**config.mk**
```make
export PLATFORM = sky130hd
export DESIGN_NAME = mem_port_initiator
export DESIGN_NICKNAME = d
export VERILOG_FILES = /design/src/rtl/mem_pkg.sv /design/src/rtl/mem_port_initiator.sv
export SDC_FILE = /design/constraint.sdc
export NUM_CORES = 1
export LEC_CHECK = 0
export BUFFER_PORTS_ARGS = -buffer_cell sky130_fd_sc_hd__buf_4
export CAP_MARGIN = 20
export CORE_AREA = 2 2 257 259
export DETAILED_ROUTE_END_ITERATION = 10
export DIE_AREA = 0 0 259 261
export PLACE_DENSITY = 0.49
export SYNTH_ARGS = -nofsm -noshare
export SYNTH_HDL_FRONTEND = slang
export SYNTH_SLANG_ARGS = --single-unit
export TNS_END_PERCENT = 5
```
**constraint.sdc**
```tcl
create_clock -name clk -period 2.9 [get_ports clk]
set_clock_uncertainty 0.15 [all_clocks]
set_input_delay 0.29 -clock clk [delete_from_list [all_inputs] [get_ports clk]]
set_output_delay 0.29 -clock clk [all_outputs]
set_load 0.05 [all_outputs]
```
**src/rtl/mem_pkg.sv**
```systemverilog
// Shared types for the memory port initiator, its memory model and benches.
// Holds the FSM state encoding, the 4x16 vector lane type and default sizing.
// Pure declarations plus one request legality helper; no logic of its own.
package mem_pkg;

    // Number of addressable words when a design does not override it.
    localparam int MEM_WORDS_DEFAULT = 1024;

    // Vector accesses move four 16-bit lanes covering four consecutive words.
    localparam int VEC_LANES  = 4;
    localparam int LANE_WIDTH = 16;

    typedef logic [VEC_LANES-1:0][LANE_WIDTH-1:0] vec4x16_t;

    // Initiator FSM: IDLE accepts, ISSUE/WAIT drive the memory, RESP returns.
    typedef enum logic [1:0] {
        ST_IDLE  = 2'd0,
        ST_ISSUE = 2'd1,
        ST_WAIT  = 2'd2,
        ST_RESP  = 2'd3
    } mem_port_state_t;

    // A request may reach the memory only when its word address lies inside
    // the array and, for vector accesses, the four-word group is aligned.
    function automatic logic req_is_legal(
        input logic [63:0] addr,
        input logic        vect,
        input int unsigned words
    );
        logic in_range;
        logic aligned;
        in_range = (addr < 64'(words));
        aligned  = !vect || (addr[1:0] == 2'b00);
        return in_range && aligned;
    endfunction

endpackage : mem_pkg

```
**src/rtl/mem_port_initiator.sv**
```systemverilog
// Single-outstanding memory port initiator: request -> memory strobes -> response.
// Latency: 2 cycles from accept to resp_valid when memory answers in ISSUE; 1 cycle for rejected requests.
// Backpressure: req_ready only in IDLE; response held until resp_ready; optional WAIT abort via MEM_PORT_TIMEOUT_EN.
module mem_port_initiator
    import mem_pkg::*;
#(
    parameter int MEM_WORDS      = MEM_WORDS_DEFAULT,
    parameter int TIMEOUT_CYCLES = 16
) (
    input  logic        clk,
    input  logic        rst_n,

    // Pipeline request channel
    input  logic        req_valid,
    output logic        req_ready,
    input  logic        req_write,
    input  logic        req_vect,
    input  logic [63:0] req_addr,
    input  logic [63:0] req_wdata,
    input  vec4x16_t    req_wvect,

    // Response channel
    output logic        resp_valid,
    input  logic        resp_ready,
    output logic [63:0] resp_rdata,
    output vec4x16_t    resp_rvect,
    output logic        resp_err,

    // Memory side
    output logic [63:0] mem_address,
    output logic [63:0] mem_data_in,
    output vec4x16_t    mem_vect_in,
    output logic        mem_read,
    output logic        mem_write,
    output logic        mem_vect,
    input  logic [63:0] mem_data_out,
    input  vec4x16_t    mem_vect_out,
    input  logic        mem_valid
);

    // A zero timeout would abort every access before the memory could answer.
    if (TIMEOUT_CYCLES < 1) begin : g_bad_timeout
        $error("mem_port_initiator: TIMEOUT_CYCLES must be at least 1");
    end

`ifdef MEM_PORT_TIMEOUT_EN
    localparam int TO_W = $clog2(TIMEOUT_CYCLES + 1);
`endif

    // ------------------------------------------------------------------
    // State and registered outputs
    // ------------------------------------------------------------------
    mem_port_state_t state_q, state_d;

    // Memory-side registers double as the captured request fields: they are
    // loaded on accept and cleared the moment the access completes or aborts.
    logic [63:0] mem_address_q, mem_address_d;
    logic [63:0] mem_data_in_q, mem_data_in_d;
    vec4x16_t    mem_vect_in_q, mem_vect_in_d;
    logic        mem_read_q,    mem_read_d;
    logic        mem_write_q,   mem_write_d;
    logic        mem_vect_q,    mem_vect_d;

    logic        resp_valid_q,  resp_valid_d;
    logic        resp_err_q,    resp_err_d;
    logic [63:0] resp_rdata_q,  resp_rdata_d;
    vec4x16_t    resp_rvect_q,  resp_rvect_d;

`ifdef MEM_PORT_TIMEOUT_EN
    logic [TO_W-1:0] wait_cnt_q, wait_cnt_d;
`endif

    logic req_legal;
    logic clear_mem;

    assign req_legal = req_is_legal(req_addr, req_vect, MEM_WORDS);

    // ------------------------------------------------------------------
    // Next-state and output computation
    // ------------------------------------------------------------------

    // FSM transitions, request capture, response formatting and strobe clearing.
    always_comb begin
        state_d       = state_q;
        mem_address_d = mem_address_q;
        mem_data_in_d = mem_data_in_q;
        mem_vect_in_d = mem_vect_in_q;
        mem_read_d    = mem_read_q;
        mem_write_d   = mem_write_q;
        mem_vect_d    = mem_vect_q;
        resp_valid_d  = resp_valid_q;
        resp_err_d    = resp_err_q;
        resp_rdata_d  = resp_rdata_q;
        resp_rvect_d  = resp_rvect_q;
`ifdef MEM_PORT_TIMEOUT_EN
        wait_cnt_d    = wait_cnt_q;
`endif
        clear_mem     = 1'b0;

        case (state_q)
            ST_IDLE: begin
                // req_ready is high whenever IDLE is live, so req_valid alone accepts.
                if (req_valid) begin
                    if (req_legal) begin
                        state_d       = ST_ISSUE;
                        mem_address_d = req_addr;
                        mem_data_in_d = req_wdata;
                        mem_vect_in_d = req_wvect;
                        mem_vect_d    = req_vect;
                        mem_write_d   = req_write;
                        mem_read_d    = !req_write;
`ifdef MEM_PORT_TIMEOUT_EN
                        wait_cnt_d    = '0;
`endif
                    end else begin
                        // Rejected requests never touch the memory.
                        state_d      = ST_RESP;
                        resp_valid_d = 1'b1;
                        resp_err_d   = 1'b1;
                        resp_rdata_d = '0;
                        resp_rvect_d = '0;
                    end
                end
            end

            ST_ISSUE, ST_WAIT: begin
                if (mem_valid) begin
                    // Only loads return data, and only on the lanes the access used.
                    state_d      = ST_RESP;
                    resp_valid_d = 1'b1;
                    resp_err_d   = 1'b0;
                    resp_rdata_d = (mem_read_q && !mem_vect_q) ? mem_data_out : '0;
                    resp_rvect_d = (mem_read_q &&  mem_vect_q) ? mem_vect_out : '0;
                    clear_mem    = 1'b1;
                end else if (state_q == ST_ISSUE) begin
                    state_d = ST_WAIT;
                end
`ifdef MEM_PORT_TIMEOUT_EN
                else begin
                    // Count WAIT cycles; abort once the budget is spent.
                    wait_cnt_d = wait_cnt_q + 1'b1;
                    if (wait_cnt_d == TO_W'(TIMEOUT_CYCLES)) begin
                        state_d      = ST_RESP;
                        resp_valid_d = 1'b1;
                        resp_err_d   = 1'b1;
                        resp_rdata_d = '0;
                        resp_rvect_d = '0;
                        clear_mem    = 1'b1;
                    end
                end
`endif
            end

            ST_RESP: begin
                // Payload stays frozen until the consumer takes it.
                if (resp_ready) begin
                    state_d      = ST_IDLE;
                    resp_valid_d = 1'b0;
                    resp_err_d   = 1'b0;
                    resp_rdata_d = '0;
                    resp_rvect_d = '0;
                end
            end

            default: begin
                state_d = ST_IDLE;
            end
        endcase

        // Strobes and address/data drop together when the access ends.
        if (clear_mem) begin
            mem_address_d = '0;
            mem_data_in_d = '0;
            mem_vect_in_d = '0;
            mem_read_d    = 1'b0;
            mem_write_d   = 1'b0;
            mem_vect_d    = 1'b0;
        end
    end

    // ------------------------------------------------------------------
    // Registers
    // ------------------------------------------------------------------

    // Reset abandons any in-flight access: everything returns to zero/IDLE.
    always_ff @(posedge clk or negedge rst_n) begin
        if (!rst_n) begin
            state_q       <= ST_IDLE;
            mem_address_q <= '0;
            mem_data_in_q <= '0;
            mem_vect_in_q <= '0;
            mem_read_q    <= 1'b0;
            mem_write_q   <= 1'b0;
            mem_vect_q    <= 1'b0;
            resp_valid_q  <= 1'b0;
            resp_err_q    <= 1'b0;
            resp_rdata_q  <= '0;
            resp_rvect_q  <= '0;
`ifdef MEM_PORT_TIMEOUT_EN
            wait_cnt_q    <= '0;
`endif
        end else begin
            state_q       <= state_d;
            mem_address_q <= mem_address_d;
            mem_data_in_q <= mem_data_in_d;
            mem_vect_in_q <= mem_vect_in_d;
            mem_read_q    <= mem_read_d;
            mem_write_q   <= mem_write_d;
            mem_vect_q    <= mem_vect_d;
            resp_valid_q  <= resp_valid_d;
            resp_err_q    <= resp_err_d;
            resp_rdata_q  <= resp_rdata_d;
            resp_rvect_q  <= resp_rvect_d;
`ifdef MEM_PORT_TIMEOUT_EN
            wait_cnt_q    <= wait_cnt_d;
`endif
        end
    end

    // ------------------------------------------------------------------
    // Outputs
    // ------------------------------------------------------------------

    // req_ready is gated by rst_n so it reads 0 while reset is held, yet is
    // already 1 when reset lifts, letting the very first edge accept.
    assign req_ready   = rst_n && (state_q == ST_IDLE);

    assign resp_valid  = resp_valid_q;
    assign resp_err    = resp_err_q;
    assign resp_rdata  = resp_rdata_q;
    assign resp_rvect  = resp_rvect_q;

    assign mem_address = mem_address_q;
    assign mem_data_in = mem_data_in_q;
    assign mem_vect_in = mem_vect_in_q;
    assign mem_read    = mem_read_q;
    assign mem_write   = mem_write_q;
    assign mem_vect    = mem_vect_q;

endmodule : mem_port_initiator

```
==> flow_summary.yaml <==
global_route:
  grtUsageTotal_pct: 14.59
  grt_max_degree: 101
  grt_pass1_wl_um: 77950
  overall_overflow_remaining_after_global_route: 0
  grt_antenna_before_repair: 1
  first_global_vias: 13820
synth:
  post_synth_inst_count: 1336
  netlist.area_leader.share_pct: 58.35
  sequential_cell_area_fraction_in_the_yosys_report_pct: 58.35
  synth.distinct_cells: 26
  postSynthAreaPerCell_um2: 10.50
  area_contributors_post_synth: "sky130_fd_sc_hd__dfrtp_1 58%, sky130_fd_sc_hd__mux2i_1 19%, sky130_fd_sc_hd__nand2_1 11%"
  synth_top_cell_by_area: "sky130_fd_sc_hd__dfrtp_1"
  mappedNetlistArea_um2: 14020
  yosys_register_bits: 327
  synth_net_count: 1666
  yosysWarningCount: 0
clocking:
  cts_max_path_buffers: 3
  tritoncts.num_buffers: 41
  clock_sinks: 327
  clk_pin_slew_ns: 0.05
  clock-root-buffer: "sky130_fd_sc_hd__clkbuf_16"
  htree_num_levels: 2
  clock_network_latency_to_the_later_pin_of_the_worst_skew_pair_ns: 0.55
  tritoncts_clock_tree: "yes"
drt:
  wl_um: 51400
  vias_per_cell: 4.051
  drt_pre_antenna_iters: 5
  route.vias.total: 12790
  drt_iter0_drc: 605
  drc: 0
  routed_wl_per_cell_um: 16.28
  final_antenna_net_count: 0
floorplanning:
  dieWidth_um: 259
  num_rows: 94
  design.die.area_um2: 67600
  initial_utilization_pct: 21.56
  io_pins: 653
  die_y_um: 261
  fp.coreArea_um2: 65040
layout:
  final_cell_count_no_fill: 3157
  n_antenna_cell: 0
  areaGrowthSynthToFinish_pct: 73.08
  share_of_cells_above_drive_strength_1_pct: 33.58
  final_net_count: 2593
flow_run:
  max-cap-violations: 0
timing:
  layout_setup_ws_ns: 0.2621
  fmax_mhz: 379.1
  grt_setup_unrepaired: "no"
  period_needed_ns: 2.638
  period_share_pct: 90.96
  worst_slew_pin_slew_ns: 0.6058
  final_max_slew_viol_count: 0
  remaining_max_slew_budget_at_the_tightest_pin_pct: 59.61
  finalHoldViolCount: 0
  finalSetupViolCount: 0
pwr:
  fin_total_pwr_mw: 13.53
  pwr_density_cell_nw_per_um2: 557.2
  largest_voltage_drop_on_the_vdd_net_uv: 466.6
  cellLeakagePower_nw: 13.35
outcome:
  run_status: "complete, no violations"
critical_path:
  cpPeakStageDelay_ns: 0.38
  criticalPathCategory: "reg -> reg"
  worstPathMaxFanout: 21
  critPathTopFamily: "simple AND/OR/NAND/NOR gates"
  critical_path_buf_inv_count: 3
  cell_occurring_most_often_along_the_worst_timing_path: "sky130_fd_sc_hd__buf_4"
  critical_path_required_ns: 3.20
  worstSetupEndpointType: "register"
  critical_path.cell_chain: "inv_1 > ha_1 > buf_4 > nor4b_1 > nand4_1 > nor4_2 > nand2_4 > buf_4 > and3_1"
  crit_path_top_delay_cell: "sky130_fd_sc_hd__dfrtp_1"
  start_kind: "register"
  arrival_time_of_data_at_the_critical_path_endpoint_ns: 2.93
placement:
  place_worst_setup_slack_ns: -0.03980
  placed_cells: 2809
  place_congestion: 0.8323
  hpwl_dp_um: 36820
  io_buffer_count: 652
worst_hold_path:
  worstHoldPathType: "in -> reg"
[stage by stage]
stage          hold WS (ns)  utilization [%]  instance area, µm²  TNS (ns)
4_1_cts             0.03583            37.24               24220         0
5_1_grt             0.05180            37.32               24270         0
2_1_floorplan       -0.1556                -               14020         0
3_5_place_dp        0.08964            31.05               20190   -0.9802
3_3_place_gp        0.08551            31.05               20190         0
6_report            0.05107            37.32               24270         0
[layer usage]
| layer | GRT usage [%] | vias up | wire (µm) |
|---|---|---|---|
| met5 | 0 | - | 13 |
| met4 | 4.785 | 2 | 1383 |
| met3 | 4.413 | 82 | 3841 |
| met2 | 25.28 | 450 | 25340 |
| met1 | 17.22 | 6138 | 20820 |
| li1 | - | 6117 | - |
[kinds of logic (layout without fill, tap and decap cells)]
family	Yosys count	count (layout)	synth area share, %
simple gates	508	508	15.34
flops	327	327	58.35
mux	272	272	19.43
buf+inv	218	1175	6.272
compound gates	8	8	0.3480
fa+ha+maj	3	3	0.2677
[cells in the final DEF, fill, tap and decap left out]
| cell | count |
|---|---|
| sky130_fd_sc_hd__a211oi_4 | 1 |
| sky130_fd_sc_hd__a21oi_1 | 1 |
| sky130_fd_sc_hd__and2_1 | 1 |
| sky130_fd_sc_hd__and3_1 | 54 |
| sky130_fd_sc_hd__and3_2 | 1 |
| sky130_fd_sc_hd__buf_12 | 17 |
| sky130_fd_sc_hd__buf_4 | 682 |
| sky130_fd_sc_hd__buf_8 | 1 |
| sky130_fd_sc_hd__bufinv_16 | 2 |
| sky130_fd_sc_hd__clkbuf_1 | 12 |
| sky130_fd_sc_hd__clkbuf_16 | 41 |
| sky130_fd_sc_hd__clkbuf_8 | 10 |
| sky130_fd_sc_hd__clkinv_2 | 4 |
| sky130_fd_sc_hd__clkinv_4 | 1 |
| sky130_fd_sc_hd__clkinv_8 | 2 |
| sky130_fd_sc_hd__dfrtp_1 | 327 |
| sky130_fd_sc_hd__dlygate4sd3_1 | 269 |
| sky130_fd_sc_hd__ha_1 | 3 |
| sky130_fd_sc_hd__inv_1 | 133 |
| sky130_fd_sc_hd__inv_6 | 1 |
| sky130_fd_sc_hd__mux2_2 | 2 |
| sky130_fd_sc_hd__mux2i_1 | 270 |
| sky130_fd_sc_hd__nand2_1 | 410 |
| sky130_fd_sc_hd__nand2_4 | 2 |
| sky130_fd_sc_hd__nand2b_1 | 1 |
| sky130_fd_sc_hd__nand3_1 | 2 |
| sky130_fd_sc_hd__nand4_1 | 6 |
| sky130_fd_sc_hd__nor2_4 | 1 |
| sky130_fd_sc_hd__nor2b_1 | 1 |
| sky130_fd_sc_hd__nor3_1 | 2 |
| sky130_fd_sc_hd__nor4_1 | 24 |
| sky130_fd_sc_hd__nor4_2 | 1 |
| sky130_fd_sc_hd__nor4b_1 | 1 |
| sky130_fd_sc_hd__nor4b_2 | 1 |
| sky130_fd_sc_hd__o21a_1 | 1 |
| sky130_fd_sc_hd__o21ai_0 | 3 |
| sky130_fd_sc_hd__o21bai_1 | 1 |
| sky130_fd_sc_hd__o22ai_1 | 1 |
[worst min-delay path, stage by stage]
cell and delay (ns):
sky130_fd_sc_hd__buf_4 0.08, sky130_fd_sc_hd__o22ai_1 0.14, sky130_fd_sc_hd__o21ai_0 0.20
[area by class of cell]
class                   instances  area, µm²
repair buffers                969       8168
clock inverters                10      130.1
multi-input cells             791       5005
inverters                     133      499.2
clock buffers                  63       1209
flip-flops and latches        327       8183
fillers                      6514      40770
well taps                     864       1081
[report_power, final]
part           switching, mW  internal (mW)  total, mW
Sequential            0.0181           4.59       4.61
Clock                   2.02           3.05       5.07
Combinational           2.11           1.74       3.84
[synth_stat cells]
master,n
sky130_fd_sc_hd__nand2_1,412
sky130_fd_sc_hd__dfrtp_1,327
sky130_fd_sc_hd__mux2i_1,270
sky130_fd_sc_hd__inv_1,133
sky130_fd_sc_hd__clkbuf_1,56
sky130_fd_sc_hd__and3_1,55
sky130_fd_sc_hd__nor4_1,25
sky130_fd_sc_hd__buf_2,19
sky130_fd_sc_hd__buf_4,10
sky130_fd_sc_hd__nand4_1,6
sky130_fd_sc_hd__ha_1,3
sky130_fd_sc_hd__o21ai_0,3
sky130_fd_sc_hd__mux2_2,2
sky130_fd_sc_hd__nand3_1,2
sky130_fd_sc_hd__nor3_1,2
sky130_fd_sc_hd__a211oi_1,1
sky130_fd_sc_hd__a21oi_1,1
sky130_fd_sc_hd__and2_1,1
sky130_fd_sc_hd__nand2b_1,1
sky130_fd_sc_hd__nor2_1,1
sky130_fd_sc_hd__nor2b_1,1
sky130_fd_sc_hd__nor4b_1,1
sky130_fd_sc_hd__nor4b_2,1
sky130_fd_sc_hd__o21a_1,1
sky130_fd_sc_hd__o21bai_1,1
sky130_fd_sc_hd__o22ai_1,1
[what timing repair did]
action,4_1_cts,5_1_grt
pin swaps,1,1
buffers inserted,0,6
hold buffers,269,0
resized for setup,0,1
endpoints found under the setup margin,38,232
endpoints found under the hold margin,372,0
[final timing paths]
| kind | startpoint | endpoint | slack, ns | cells after the start |
|---|---|---|---|---|
| max reg2reg | state_q[1]$_DFFE_PN0P_ | mem_address[33]$_DFFE_PN0P_ | 0.26 | 9 |
| min reg2reg | mem_address[36]$_DFFE_PN0P_ | mem_address[36]$_DFFE_PN0P_ | 0.36 | 1 |
| min in group asynchronous | rst_n | mem_address[24]$_DFFE_PN0P_ | 0.08 | 2 |
| max in group asynchronous | rst_n | resp_rdata[51]$_DFFE_PN0P_ | 1.54 | 3 |
| min | resp_ready | state_q[0]$_DFFE_PN0P_ | 0.05 | 3 |
| max | state_q[1]$_DFFE_PN0P_ | mem_address[33]$_DFFE_PN0P_ | 0.26 | 9 |
[registers in the layout, summed over array words and instances (netlist names), 2 cells and up]
signal       flops
state_q          2
resp_rdata      64
resp_rvect      64
mem_data_in     64
mem_vect_in     64
mem_address     64
(Power assumes the default switching activity.)
